## config.mk

```make
export PLATFORM = sky130hd
export DESIGN_NAME = fir_sequencer
export DESIGN_NICKNAME = d
export VERILOG_FILES = /design/src/rtl/fir_seq_pkg.sv /design/src/rtl/fir_seq_decode.sv /design/src/rtl/fir_sequencer.sv
export SDC_FILE = /design/constraint.sdc
export NUM_CORES = 1
export LEC_CHECK = 0
export CORE_ASPECT_RATIO = 0.7
export CORE_UTILIZATION = 30
export CTS_BUF_LIST = sky130_fd_sc_hd__clkbuf_4 sky130_fd_sc_hd__clkbuf_8
export DETAILED_ROUTE_END_ITERATION = 8
export SLEW_MARGIN = 20
export SYNTH_ARGS = -nofsm -noshare
export SYNTH_HDL_FRONTEND = slang
export SYNTH_SLANG_ARGS = --single-unit
```

## constraint.sdc

```tcl
create_clock -name clk -period 1.7 [get_ports clk]
set_clock_uncertainty 0.1 [all_clocks]
set_input_delay 0.34 -clock clk [delete_from_list [all_inputs] [get_ports clk]]
set_output_delay 0.34 -clock clk [all_outputs]
set_load 0.05 [all_outputs]
```

## src/rtl/fir_seq_pkg.sv

```systemverilog
// Shared types and register map for the 4-tap FIR control sequencer.
// Micro-op codes, FSM states and register-file indices live here.
package fir_seq_pkg;

   localparam int SEQ_OP_W   = 3;
   localparam int SEQ_REG_AW = 4;

   typedef enum logic [SEQ_OP_W-1:0] {
      NOP   = 3'd0,
      COPY  = 3'd1,
      LOAD1 = 3'd2,
      LOAD2 = 3'd3,
      ADD   = 3'd4,
      SUB   = 3'd5,
      MUL   = 3'd6
   } op_t;

   typedef enum logic [4:0] {
      IDLE, EIDLE, STORE, ZERO,
      SORT1, SORT2, SORT3, SORT4,
      MUL1, ADD1, MUL2, SUB2, MUL3, ADD3, MUL4, SUB4,
      LDC, WAITC
   } state_t;

   localparam logic [SEQ_REG_AW-1:0] R_ACC    = 4'd0;
   localparam logic [SEQ_REG_AW-1:0] R_S1     = 4'd1;
   localparam logic [SEQ_REG_AW-1:0] R_S2     = 4'd2;
   localparam logic [SEQ_REG_AW-1:0] R_S3     = 4'd3;
   localparam logic [SEQ_REG_AW-1:0] R_S4     = 4'd4;
   localparam logic [SEQ_REG_AW-1:0] R_F0     = 4'd5;
   localparam logic [SEQ_REG_AW-1:0] R_F1     = 4'd6;
   localparam logic [SEQ_REG_AW-1:0] R_F2     = 4'd7;
   localparam logic [SEQ_REG_AW-1:0] R_F3     = 4'd8;
   localparam logic [SEQ_REG_AW-1:0] R_TMP_IN = 4'd9;
   localparam logic [SEQ_REG_AW-1:0] R_TMP_P  = 4'd10;

   // States whose ALU op can raise overflow (the multiply-accumulate chain).
   function automatic logic is_arith(input state_t s);
      return s inside {MUL1, ADD1, MUL2, SUB2, MUL3, ADD3, MUL4, SUB4};
   endfunction

endpackage

```

## src/rtl/fir_seq_decode.sv

```systemverilog
// Pure combinational decode of a sequencer state into its ALU micro-op fields.
// Fields not used by a state stay 0.
module fir_seq_decode
   import fir_seq_pkg::*;
(
   input  state_t                  i_state,
   input  logic [1:0]              i_idx,
   output op_t                     o_op,
   output logic [SEQ_REG_AW-1:0]   o_src1,
   output logic [SEQ_REG_AW-1:0]   o_src2,
   output logic [SEQ_REG_AW-1:0]   o_dest,
   output logic                    o_cnt_up,
   output logic                    o_clear
);

   always_comb begin
      // NOTE: every output gets a default before the case, so no path can infer a latch.
      o_op     = NOP;
      o_src1   = '0;
      o_src2   = '0;
      o_dest   = '0;
      o_cnt_up = 1'b0;
      o_clear  = 1'b0;
      case (i_state)
         STORE: begin o_op = LOAD1; o_dest = R_TMP_IN; o_cnt_up = 1'b1; end
         ZERO:  begin o_op = SUB;   o_src1 = R_ACC; o_src2 = R_ACC; o_dest = R_ACC; end
         SORT1: begin o_op = COPY;  o_src1 = R_S3;     o_dest = R_S4; end
         SORT2: begin o_op = COPY;  o_src1 = R_S2;     o_dest = R_S3; end
         SORT3: begin o_op = COPY;  o_src1 = R_S1;     o_dest = R_S2; end
         SORT4: begin o_op = COPY;  o_src1 = R_TMP_IN; o_dest = R_S1; end
         MUL1:  begin o_op = MUL;   o_src1 = R_S1;  o_src2 = R_F0;    o_dest = R_TMP_P; end
         ADD1:  begin o_op = ADD;   o_src1 = R_ACC; o_src2 = R_TMP_P; o_dest = R_ACC; end
         MUL2:  begin o_op = MUL;   o_src1 = R_S2;  o_src2 = R_F1;    o_dest = R_TMP_P; end
         SUB2:  begin o_op = SUB;   o_src1 = R_ACC; o_src2 = R_TMP_P; o_dest = R_ACC; end
         MUL3:  begin o_op = MUL;   o_src1 = R_S3;  o_src2 = R_F2;    o_dest = R_TMP_P; end
         ADD3:  begin o_op = ADD;   o_src1 = R_ACC; o_src2 = R_TMP_P; o_dest = R_ACC; end
         MUL4:  begin o_op = MUL;   o_src1 = R_S4;  o_src2 = R_F3;    o_dest = R_TMP_P; end
         SUB4:  begin o_op = SUB;   o_src1 = R_ACC; o_src2 = R_TMP_P; o_dest = R_ACC; end
         LDC: begin
            o_op    = LOAD2;
            o_dest  = R_F0 + {2'b00, i_idx};
            o_clear = (i_idx == 2'd0);
         end
         default: ;
      endcase
   end

endmodule

```

## src/rtl/fir_sequencer.sv

```systemverilog
// Control FSM for the 4-tap FIR datapath: sample MAC sequence and coefficient loads.
// Define FIR_SEQ_STICKY_ERR_EN to keep err set until n_rst instead of clearing it per sample.
module fir_sequencer
   import fir_seq_pkg::*;
#(
   parameter int OP_W   = SEQ_OP_W,
   parameter int REG_AW = SEQ_REG_AW
)(
   input  logic              clk,
   input  logic              n_rst,
   input  logic              data_ready,
   input  logic              load_coeff,
   input  logic [1:0]        coeff_num,
   input  logic              overflow,
   output logic [OP_W-1:0]   op,
   output logic [REG_AW-1:0] src1,
   output logic [REG_AW-1:0] src2,
   output logic [REG_AW-1:0] dest,
   output logic              modwait,
   output logic              cnt_up,
   output logic              clear,
   output logic              err
);

   state_t     r_state;
   state_t     w_next;
   logic       r_err;
   logic       w_err_next;
   logic       r_ret;
   logic       r_modwait;
   logic [1:0] r_idx;
   logic       w_take_coeff;

   op_t                   w_op;
   logic [SEQ_REG_AW-1:0] w_src1;
   logic [SEQ_REG_AW-1:0] w_src2;
   logic [SEQ_REG_AW-1:0] w_dest;

   always_comb begin
      w_next       = r_state;
      w_err_next   = r_err;
      w_take_coeff = 1'b0;
      case (r_state)
         IDLE, EIDLE: begin
            if (data_ready) begin
               w_next = STORE;
            end else if (load_coeff) begin
               w_next       = LDC;
               w_take_coeff = 1'b1;
            end
         end
         STORE: begin
            if (!data_ready) begin
               w_next     = EIDLE;
               w_err_next = 1'b1;
            end else begin
               w_next = ZERO;
            end
         end
         ZERO: begin
            w_next = SORT1;
`ifdef FIR_SEQ_STICKY_ERR_EN
            w_err_next = r_err;
`else
            w_err_next = 1'b0;
`endif
         end
         SORT1: w_next = SORT2;
         SORT2: w_next = SORT3;
         SORT3: w_next = SORT4;
         SORT4: w_next = MUL1;
         MUL1:  w_next = ADD1;
         ADD1:  w_next = MUL2;
         MUL2:  w_next = SUB2;
         SUB2:  w_next = MUL3;
         MUL3:  w_next = ADD3;
         ADD3:  w_next = MUL4;
         MUL4:  w_next = SUB4;
         SUB4:  w_next = IDLE;
         LDC:   w_next = WAITC;
         WAITC: w_next = r_ret ? EIDLE : IDLE;
         default: w_next = IDLE;
      endcase
      // Any overflow during the MAC chain aborts the sample.
      if (is_arith(r_state) && overflow) begin
         w_next     = EIDLE;
         w_err_next = 1'b1;
      end
   end

   always_ff @(posedge clk or negedge n_rst) begin
      if (!n_rst) begin
         r_state   <= IDLE;
         r_err     <= 1'b0;
         r_ret     <= 1'b0;
         r_modwait <= 1'b0;
         r_idx     <= 2'd0;
      end else begin
         // NOTE: non-blocking assignments so every flop samples pre-edge values.
         r_state   <= w_next;
         r_err     <= w_err_next;
         r_modwait <= !(w_next inside {IDLE, EIDLE});
         // coeff_num is captured here because the loader advances it on this same edge.
         if (w_take_coeff) begin
            r_idx <= coeff_num;
            r_ret <= (r_state == EIDLE);
         end
      end
   end

   fir_seq_decode u_decode (
      .i_state  (r_state),
      .i_idx    (r_idx),
      .o_op     (w_op),
      .o_src1   (w_src1),
      .o_src2   (w_src2),
      .o_dest   (w_dest),
      .o_cnt_up (cnt_up),
      .o_clear  (clear)
   );

   assign op      = OP_W'(w_op);
   assign src1    = REG_AW'(w_src1);
   assign src2    = REG_AW'(w_src2);
   assign dest    = REG_AW'(w_dest);
   assign modwait = r_modwait;
   assign err     = r_err;

endmodule

```

==> results.yml, run 1 <==
drt:
  post_drt_wl_per_cell_um: 16.0
  num_vias: 1036
  viasPerCell: 5.23
  drtPass1Iterations: 4
  route.detailed.drc: 0
  drt_iter0_drc: 48
  ant_nets: 0
  drt-total-wl_um: 3170
timing:
  tightest_slew_ns: 0.452
  drv_slew: 0
  fmax_ghz: 0.490
  fin_crit_ns: 2.04
  setup_violations: 17
  setup_ws_ns: -0.342
  slew_headroom: 0.698
  rsz0062_at_grt: "true"
  post-route-period-util: 1.20
  final-hold-violation-count: 0
final_layout:
  fin_area_um2: 1910
  area_growth_pct: 121
  diodes: 0
  drive_above_1_share: 0.695
  fill_cells: 173
  nets: 174
worst_setup_path:
  cp.required_ns: 1.26
  cp.arrival_ns: 1.60
  cp-start-kind: "flop"
  worst_setup_path_end_kind: "output port"
  path_cells: "buf_4, or2_2, a21oi_2, nor2_4, buf_4"
  path_buf_inv: 2
  cpMostUsedCell: "buf_4"
  slowest_delay_ns: 0.44
  crit_fanout: 9
  critPathTopFamily: "flip-flops"
  path_class: "reg -> out"
  crit_slowest_cell: "dfrtp_2"
place:
  dp_hpwl_um: 2070
  gp_congestion: 0.834
  io_buffers: 25
  postPlaceCellArea_um2: 1600
die:
  fp.dieW_um: 66.1
  die_h_um: 46.9
  core_um2: 2590
  initial_utilization: 0.333
  die_area_um2: 3100
  row_count: 15
  design.portCount: 26
synth:
  synth_most_common_cell: "nor2_1"
  yosysTopAreaCell: "dfrtp_1"
  avgSynthCellArea_um2: 8.14
  syn_nets: 115
  yosysWarnings: 0
  synth_area_leaders: "dfrtp_1 (29%), nor2_1 (5.7%), a21oi_1 (5.2%)"
  synth_common_cells: "nor2_1 (13), dfrtp_1 (10), a21oi_1 (9)"
  synth_top_area_frac: 0.290
  ys.flop_type: "dfrtp_1"
  synth.distinct_cells: 43
  seq_area_frac_synth: 0.290
  ys_async_sr_fraction: 1.00
  synthCells: 106
  synth_area_um2: 863
  synth_edf_count: 0
  synth_seq_cells: 10
clock_network:
  cts.path.max_buffers: 2
  clkTransAtPathRegs_ns: 0.05
  numClockSinks: 10
  h-tree-depth: 1
  cts_tree: "built"
  root_buffer: "clkbuf_8"
  cts_made_buffers: 3
  clock_latency_ns: 0.23
status:
  outcome: "complete, but fails checks"
  violations: "setup timing"
hold_path:
  hp-class: "in -> async"
flow_run:
  cap_viol_max_count: 0
grt:
  grt_start_max_net_pins: 11
  grt_use_total: 0.194
  grt_pass1_wl_um: 4430
  antenna_found_initial: 0
  grt_pass1_vias: 989
  overflow: 0
-- worst register-to-register path: stages (launching register included) --
cell and delay [ns]:
dfrtp_2 0.44, buf_6 0.14, buf_4 0.16, or3_1 0.35, o2111a_1 0.14, nand4b_1 0.16
-- layout make-up --
type | count | area, um^2 | area share
Inverter | 5 | 18.8 | 0.00982
Clock buffer | 4 | 55.1 | 0.0288
Tap cell | 34 | 42.5 | 0.0223
Timing Repair Buffer | 64 | 711 | 0.372
Multi-Input combinational cell | 81 | 830 | 0.434
Sequential cell | 10 | 255 | 0.134
-- state kept, by name (all words and copies together) (netlist names) --
name / count
r_state: 5
r_idx: 2
err: 1
modwait: 1
r_ret: 1
-- metrics by stage --
step	TNS [ns]	hold WS (ns)	worst slack, ns	utilization	std cells
6_report	-4.16	0.321	-0.342	0.738	198
5_1_grt	-5.06	0.356	-0.378	0.738	198
4_1_cts	-4.17	0.338	-0.311	0.682	196
3_5_place_dp	-0.609	0.391	-0.0869	0.619	187
3_3_place_gp	-0.561	0.386	-0.0929	0.619	187
2_1_floorplan	-0.217	-0.0556	-0.165	-	106
-- path summary, 6_finish.rpt --
path,startpoint,to,slack [ns],cells past startpoint
worst max-delay path,r_state[1],src2[1],-0.34,5
worst min-delay path,n_rst,r_idx[0],0.32,1
worst max register to register,r_state[2],modwait,0.08,5
worst min register to register,r_ret,r_ret,0.42,1
max in group asynchronous,n_rst,r_state[1],0.84,1
min in group clk,r_ret,r_ret,0.42,1
-- kinds of logic (layout without fill, tap and decap cells) --
| kind of cell | after synthesis | in the layout | synth area share |
|---|---|---|---|
| AND/OR/NAND/NOR | 46 | 46 | 0.312 |
| XOR/XNOR | 1 | 1 | 0.0101 |
| adder cells (fa/ha/maj) | 2 | 2 | 0.0290 |
| AO/OA/AOI/OAI | 28 | 28 | 0.214 |
| buffers and inverters | 15 | 73 | 0.0942 |
| multiplexers | 4 | 4 | 0.0507 |
| flip-flops | 10 | 10 | 0.290 |
-- layer usage --
layer,global-route usage,vias to the layer above,routed length (um)
met1,0.262,502,1360
li1,-,497,-
met4,0.0468,0,48
met5,0,-,0
met3,0.0437,7,159
met2,0.322,30,1600
-- cells in the final DEF (no fill, tap or decap), drive strengths merged, types with 2 or more instances in the layout --
| cell type | netlist | final |
|---|---|---|
| dfrtp | 10 | 10 |
| mux2 | 3 | 3 |
| ha | 2 | 2 |
| clkdlybuf4s50 | 0 | 6 |
| inv | 5 | 5 |
| a31o | 2 | 2 |
| nor4bb | 2 | 2 |
| or2 | 2 | 2 |
| clkbuf | 0 | 4 |
| o21ai | 4 | 4 |
| a21o | 2 | 2 |
| nand2b | 5 | 5 |
| a21oi | 9 | 9 |
| or3 | 2 | 2 |
| nor3 | 3 | 3 |
| nand3 | 3 | 3 |
| buf | 10 | 58 |
| nor2b | 3 | 3 |
| o22ai | 2 | 2 |
| nand2 | 5 | 5 |
| nor2 | 13 | 13 |
-- what timing repair did --
| item | CTS | global route |
|---|---|---|
| pin swaps | 11 | 9 |
| hold buffers | 0 | 0 |
| resized for setup | 18 | 30 |
| buffers inserted | 5 | 2 |
| setup endpoints to repair | 17 | 20 |
Power of run 1 is not shown: default switching activity piles up to over one toggle a cycle in this logic, so the estimate is an artifact.
==> run 2: changes to the inputs <==
- ABC_AREA: default -> 1
==> run 2 against run 1 <==
Compared with the run above:
- the flow still finishes with violations (setup timing)
- global-route usage rose by 1.1 points
- wire length fell by 12%
- critical path depth is 3 higher
- worst setup slack better by 0.039 ns
- count of clock-buffer cells in the layout is the same
- cell area fell by 8.6%
- first-iteration DRC count down 31%
- maximum frequency grew 2.0%
- area after synthesis shrank 4.5%
- largest cell class is now buffers
==> results.yml, run 2 <==
die:
  fp.dieW_um: 64.7
  core_um2: 2530
  row_count: 15
  die_h_um: 45.9
  die_area_um2: 2970
  design.portCount: 26
  initial_utilization: 0.325
synth:
  synth_top_area_frac: 0.303
  synthCells: 117
  synth_area_leaders: "dfrtp_1 (30%), nand2_1 (12%), inv_1 (6.8%)"
  synth_seq_cells: 10
  synth_area_um2: 825
  ys.flop_type: "dfrtp_1"
  avgSynthCellArea_um2: 7.05
  yosysWarnings: 0
  synth_edf_count: 0
  yosysTopAreaCell: "dfrtp_1"
  seq_area_frac_synth: 0.303
  synth_common_cells: "nand2_1 (27), inv_1 (15), dfrtp_1 (10), nand3_1 (10), nor2_1 (10)"
  synth.distinct_cells: 23
  synth_most_common_cell: "nand2_1"
  ys_async_sr_fraction: 1.00
  syn_nets: 126
worst_setup_path:
  endpoint: "op[1]"
  crit_cells: 8
  crit_slowest_cell: "dfrtp_2"
  crit_fanout: 3
  r2r-start: "r_state[0]"
  path_class: "reg -> out"
  setup.worst_path.start: "r_state[3]"
  worst_setup_path_end_kind: "output port"
  path_cells: "nand2_4, nor2_4, nand2_2, o21a_4, nand2_8, nor2_4, nand3_4, buf_12"
  path_buf_inv: 1
  cpMostUsedCell: "nor2_4"
  cp-start-kind: "flop"
  cp.required_ns: 1.26
  cp.arrival_ns: 1.56
  reg2regPathDepth: 8
  slowest_delay_ns: 0.44
  reg2reg_to: "modwait"
  reg2reg_slack_ns: 0.15
  critPathTopFamily: "simple AND/OR/NAND/NOR gates"
clock_network:
  cts_made_buffers: 3
  clock_latency_ns: 0.23
  cts.path.max_buffers: 2
  cts_tree: "built"
  root_buffer: "clkbuf_8"
  postCtsHoldBufs: 0
  numClockSinks: 10
  clkTransAtPathRegs_ns: 0.05
  h-tree-depth: 1
timing:
  tightest_slew_ns: 0.460
  post-route-period-util: 1.18
  drv_slew: 0
  setup_tns_ns: -3.52
  fin_crit_ns: 2.00
  fmax_ghz: 0.499
  rsz0062_at_grt: "true"
  final-hold-violation-count: 0
  slew_headroom: 0.692
  setup_violations: 17
  setup_ws_ns: -0.303
drt:
  viasPerCell: 4.70
  post_drt_wl_per_cell_um: 13.2
  drtPass1Iterations: 4
  drt_iter0_drc: 33
  num_vias: 996
  drt-total-wl_um: 2800
  ant_nets: 0
  route.detailed.drc: 0
grt:
  grt_use_total: 0.206
  grt_start_max_net_pins: 11
  grt_pass1_vias: 984
  grt_pass1_wl_um: 4530
  overflow: 0
  antenna_found_initial: 0
final_layout:
  fin_area_um2: 1750
  diodes: 0
  reg_top3: "r_state: 5 flops, r_idx: 2 flops"
  drive_above_1_share: 0.567
  mostFrequentLayoutCells: "buf_4 (30), nand2_1 (22), buf_12 (20)"
  area_growth_pct: 112
  nets: 188
  largest_reg_flops: 5
  regMostFlops: "r_state"
  postLayoutCoreUtil: 0.689
  final_common_cell: "buf_4"
flow_run:
  cap_viol_max_count: 0
power:
  p_leak_uw: 0.000864
  clockPowerShare: 0.070
  powerDensity_nw_per_um2: 2170
  ir_worst_vdd_mv: 1.00
  p_total_uw: 3790
  p_sw_frac: 0.496
  power.internal_uw: 1910
  p_seq_frac: 0.126
  power.switching_uw: 1880
  power_frac_comb: 0.804
place:
  dp_hpwl_um: 2230
  gp_congestion: 0.892
  io_buffers: 25
  postPlaceCellArea_um2: 1610
  place_ws_ns: -0.0689
hold_path:
  hp-class: "in -> async"
status:
  outcome: "complete, but fails checks"
  violations: "setup timing"
==> run 2: worst min-delay path by stage <==
| stage | slack, ns | cells past startpoint | to |
|---|---|---|---|
| 5_1_grt | 0.37 | 1 | r_state[4] |
| 6_report | 0.33 | 1 | modwait |
| 3_5_place_dp | 0.41 | 2 | r_ret |
| 3_3_place_gp | 0.41 | 2 | r_ret |
| 2_1_floorplan | -0.06 | 0 | err |
| 4_1_cts | 0.34 | 1 | r_state[4] |
==> run 2: metal layers <==
layer | track usage | vias up | part of all wire
li1 | - | 498 | -
met2 | 0.360 | 31 | 0.48
met5 | 0 | - | 0
met3 | 0.0300 | 6 | 0.045
met1 | 0.259 | 461 | 0.46
met4 | 0.0844 | 0 | 0.014
==> run 2: stage by stage <==
step / cells / hold WS, ns
6_report: 212 / 0.325
5_1_grt: 212 / 0.371
4_1_cts: 212 / 0.342
3_5_place_dp: 204 / 0.412
3_3_place_gp: 204 / 0.407
2_1_floorplan: 117 / -0.0556
==> run 2: power groups by stage <==
stage	clock [uW]	sequential (uW)	combinational, uW
3_5_place_dp	0	469	2900
4_1_cts	267	471	3010
3_3_place_gp	0	461	2860
5_1_grt	282	490	3210
2_1_floorplan	0	520	1470
6_report	266	478	3040
==> run 2: logic make-up after synthesis <==
group,synth area share
DFF,0.303
adders and majority gates,0.0303
and+or+nand+nor,0.423
buffers and inverters,0.112
AOI/OAI and AO/OA,0.130
==> run 2: cell type report <==
| cell class | count | area (um^2) |
|---|---|---|
| inverter | 21 | 87.6 |
| tap | 34 | 42.5 |
| timing repair buffer | 58 | 708 |
| clock buffer | 4 | 48.8 |
| fill | 205 | 787 |
| sequential | 10 | 254 |
| multi-input combinational | 85 | 606 |
==> run 2: timing repair <==
action,in CTS,in global routing
pin swaps,4,0
buffers inserted,4,0
resized for setup,8,4
endpoints found under the setup margin,17,17
==> run 2: worst reg2reg max path, delay by kind of cell, from the launching register on <==
kind | cells | cell delay, ns
buffers and inverters | 3 | 0.38
AOI/OAI and AO/OA | 1 | 0.17
DFF | 1 | 0.44
and+or+nand+nor | 4 | 0.34
Power figures use the tool's default switching activity.
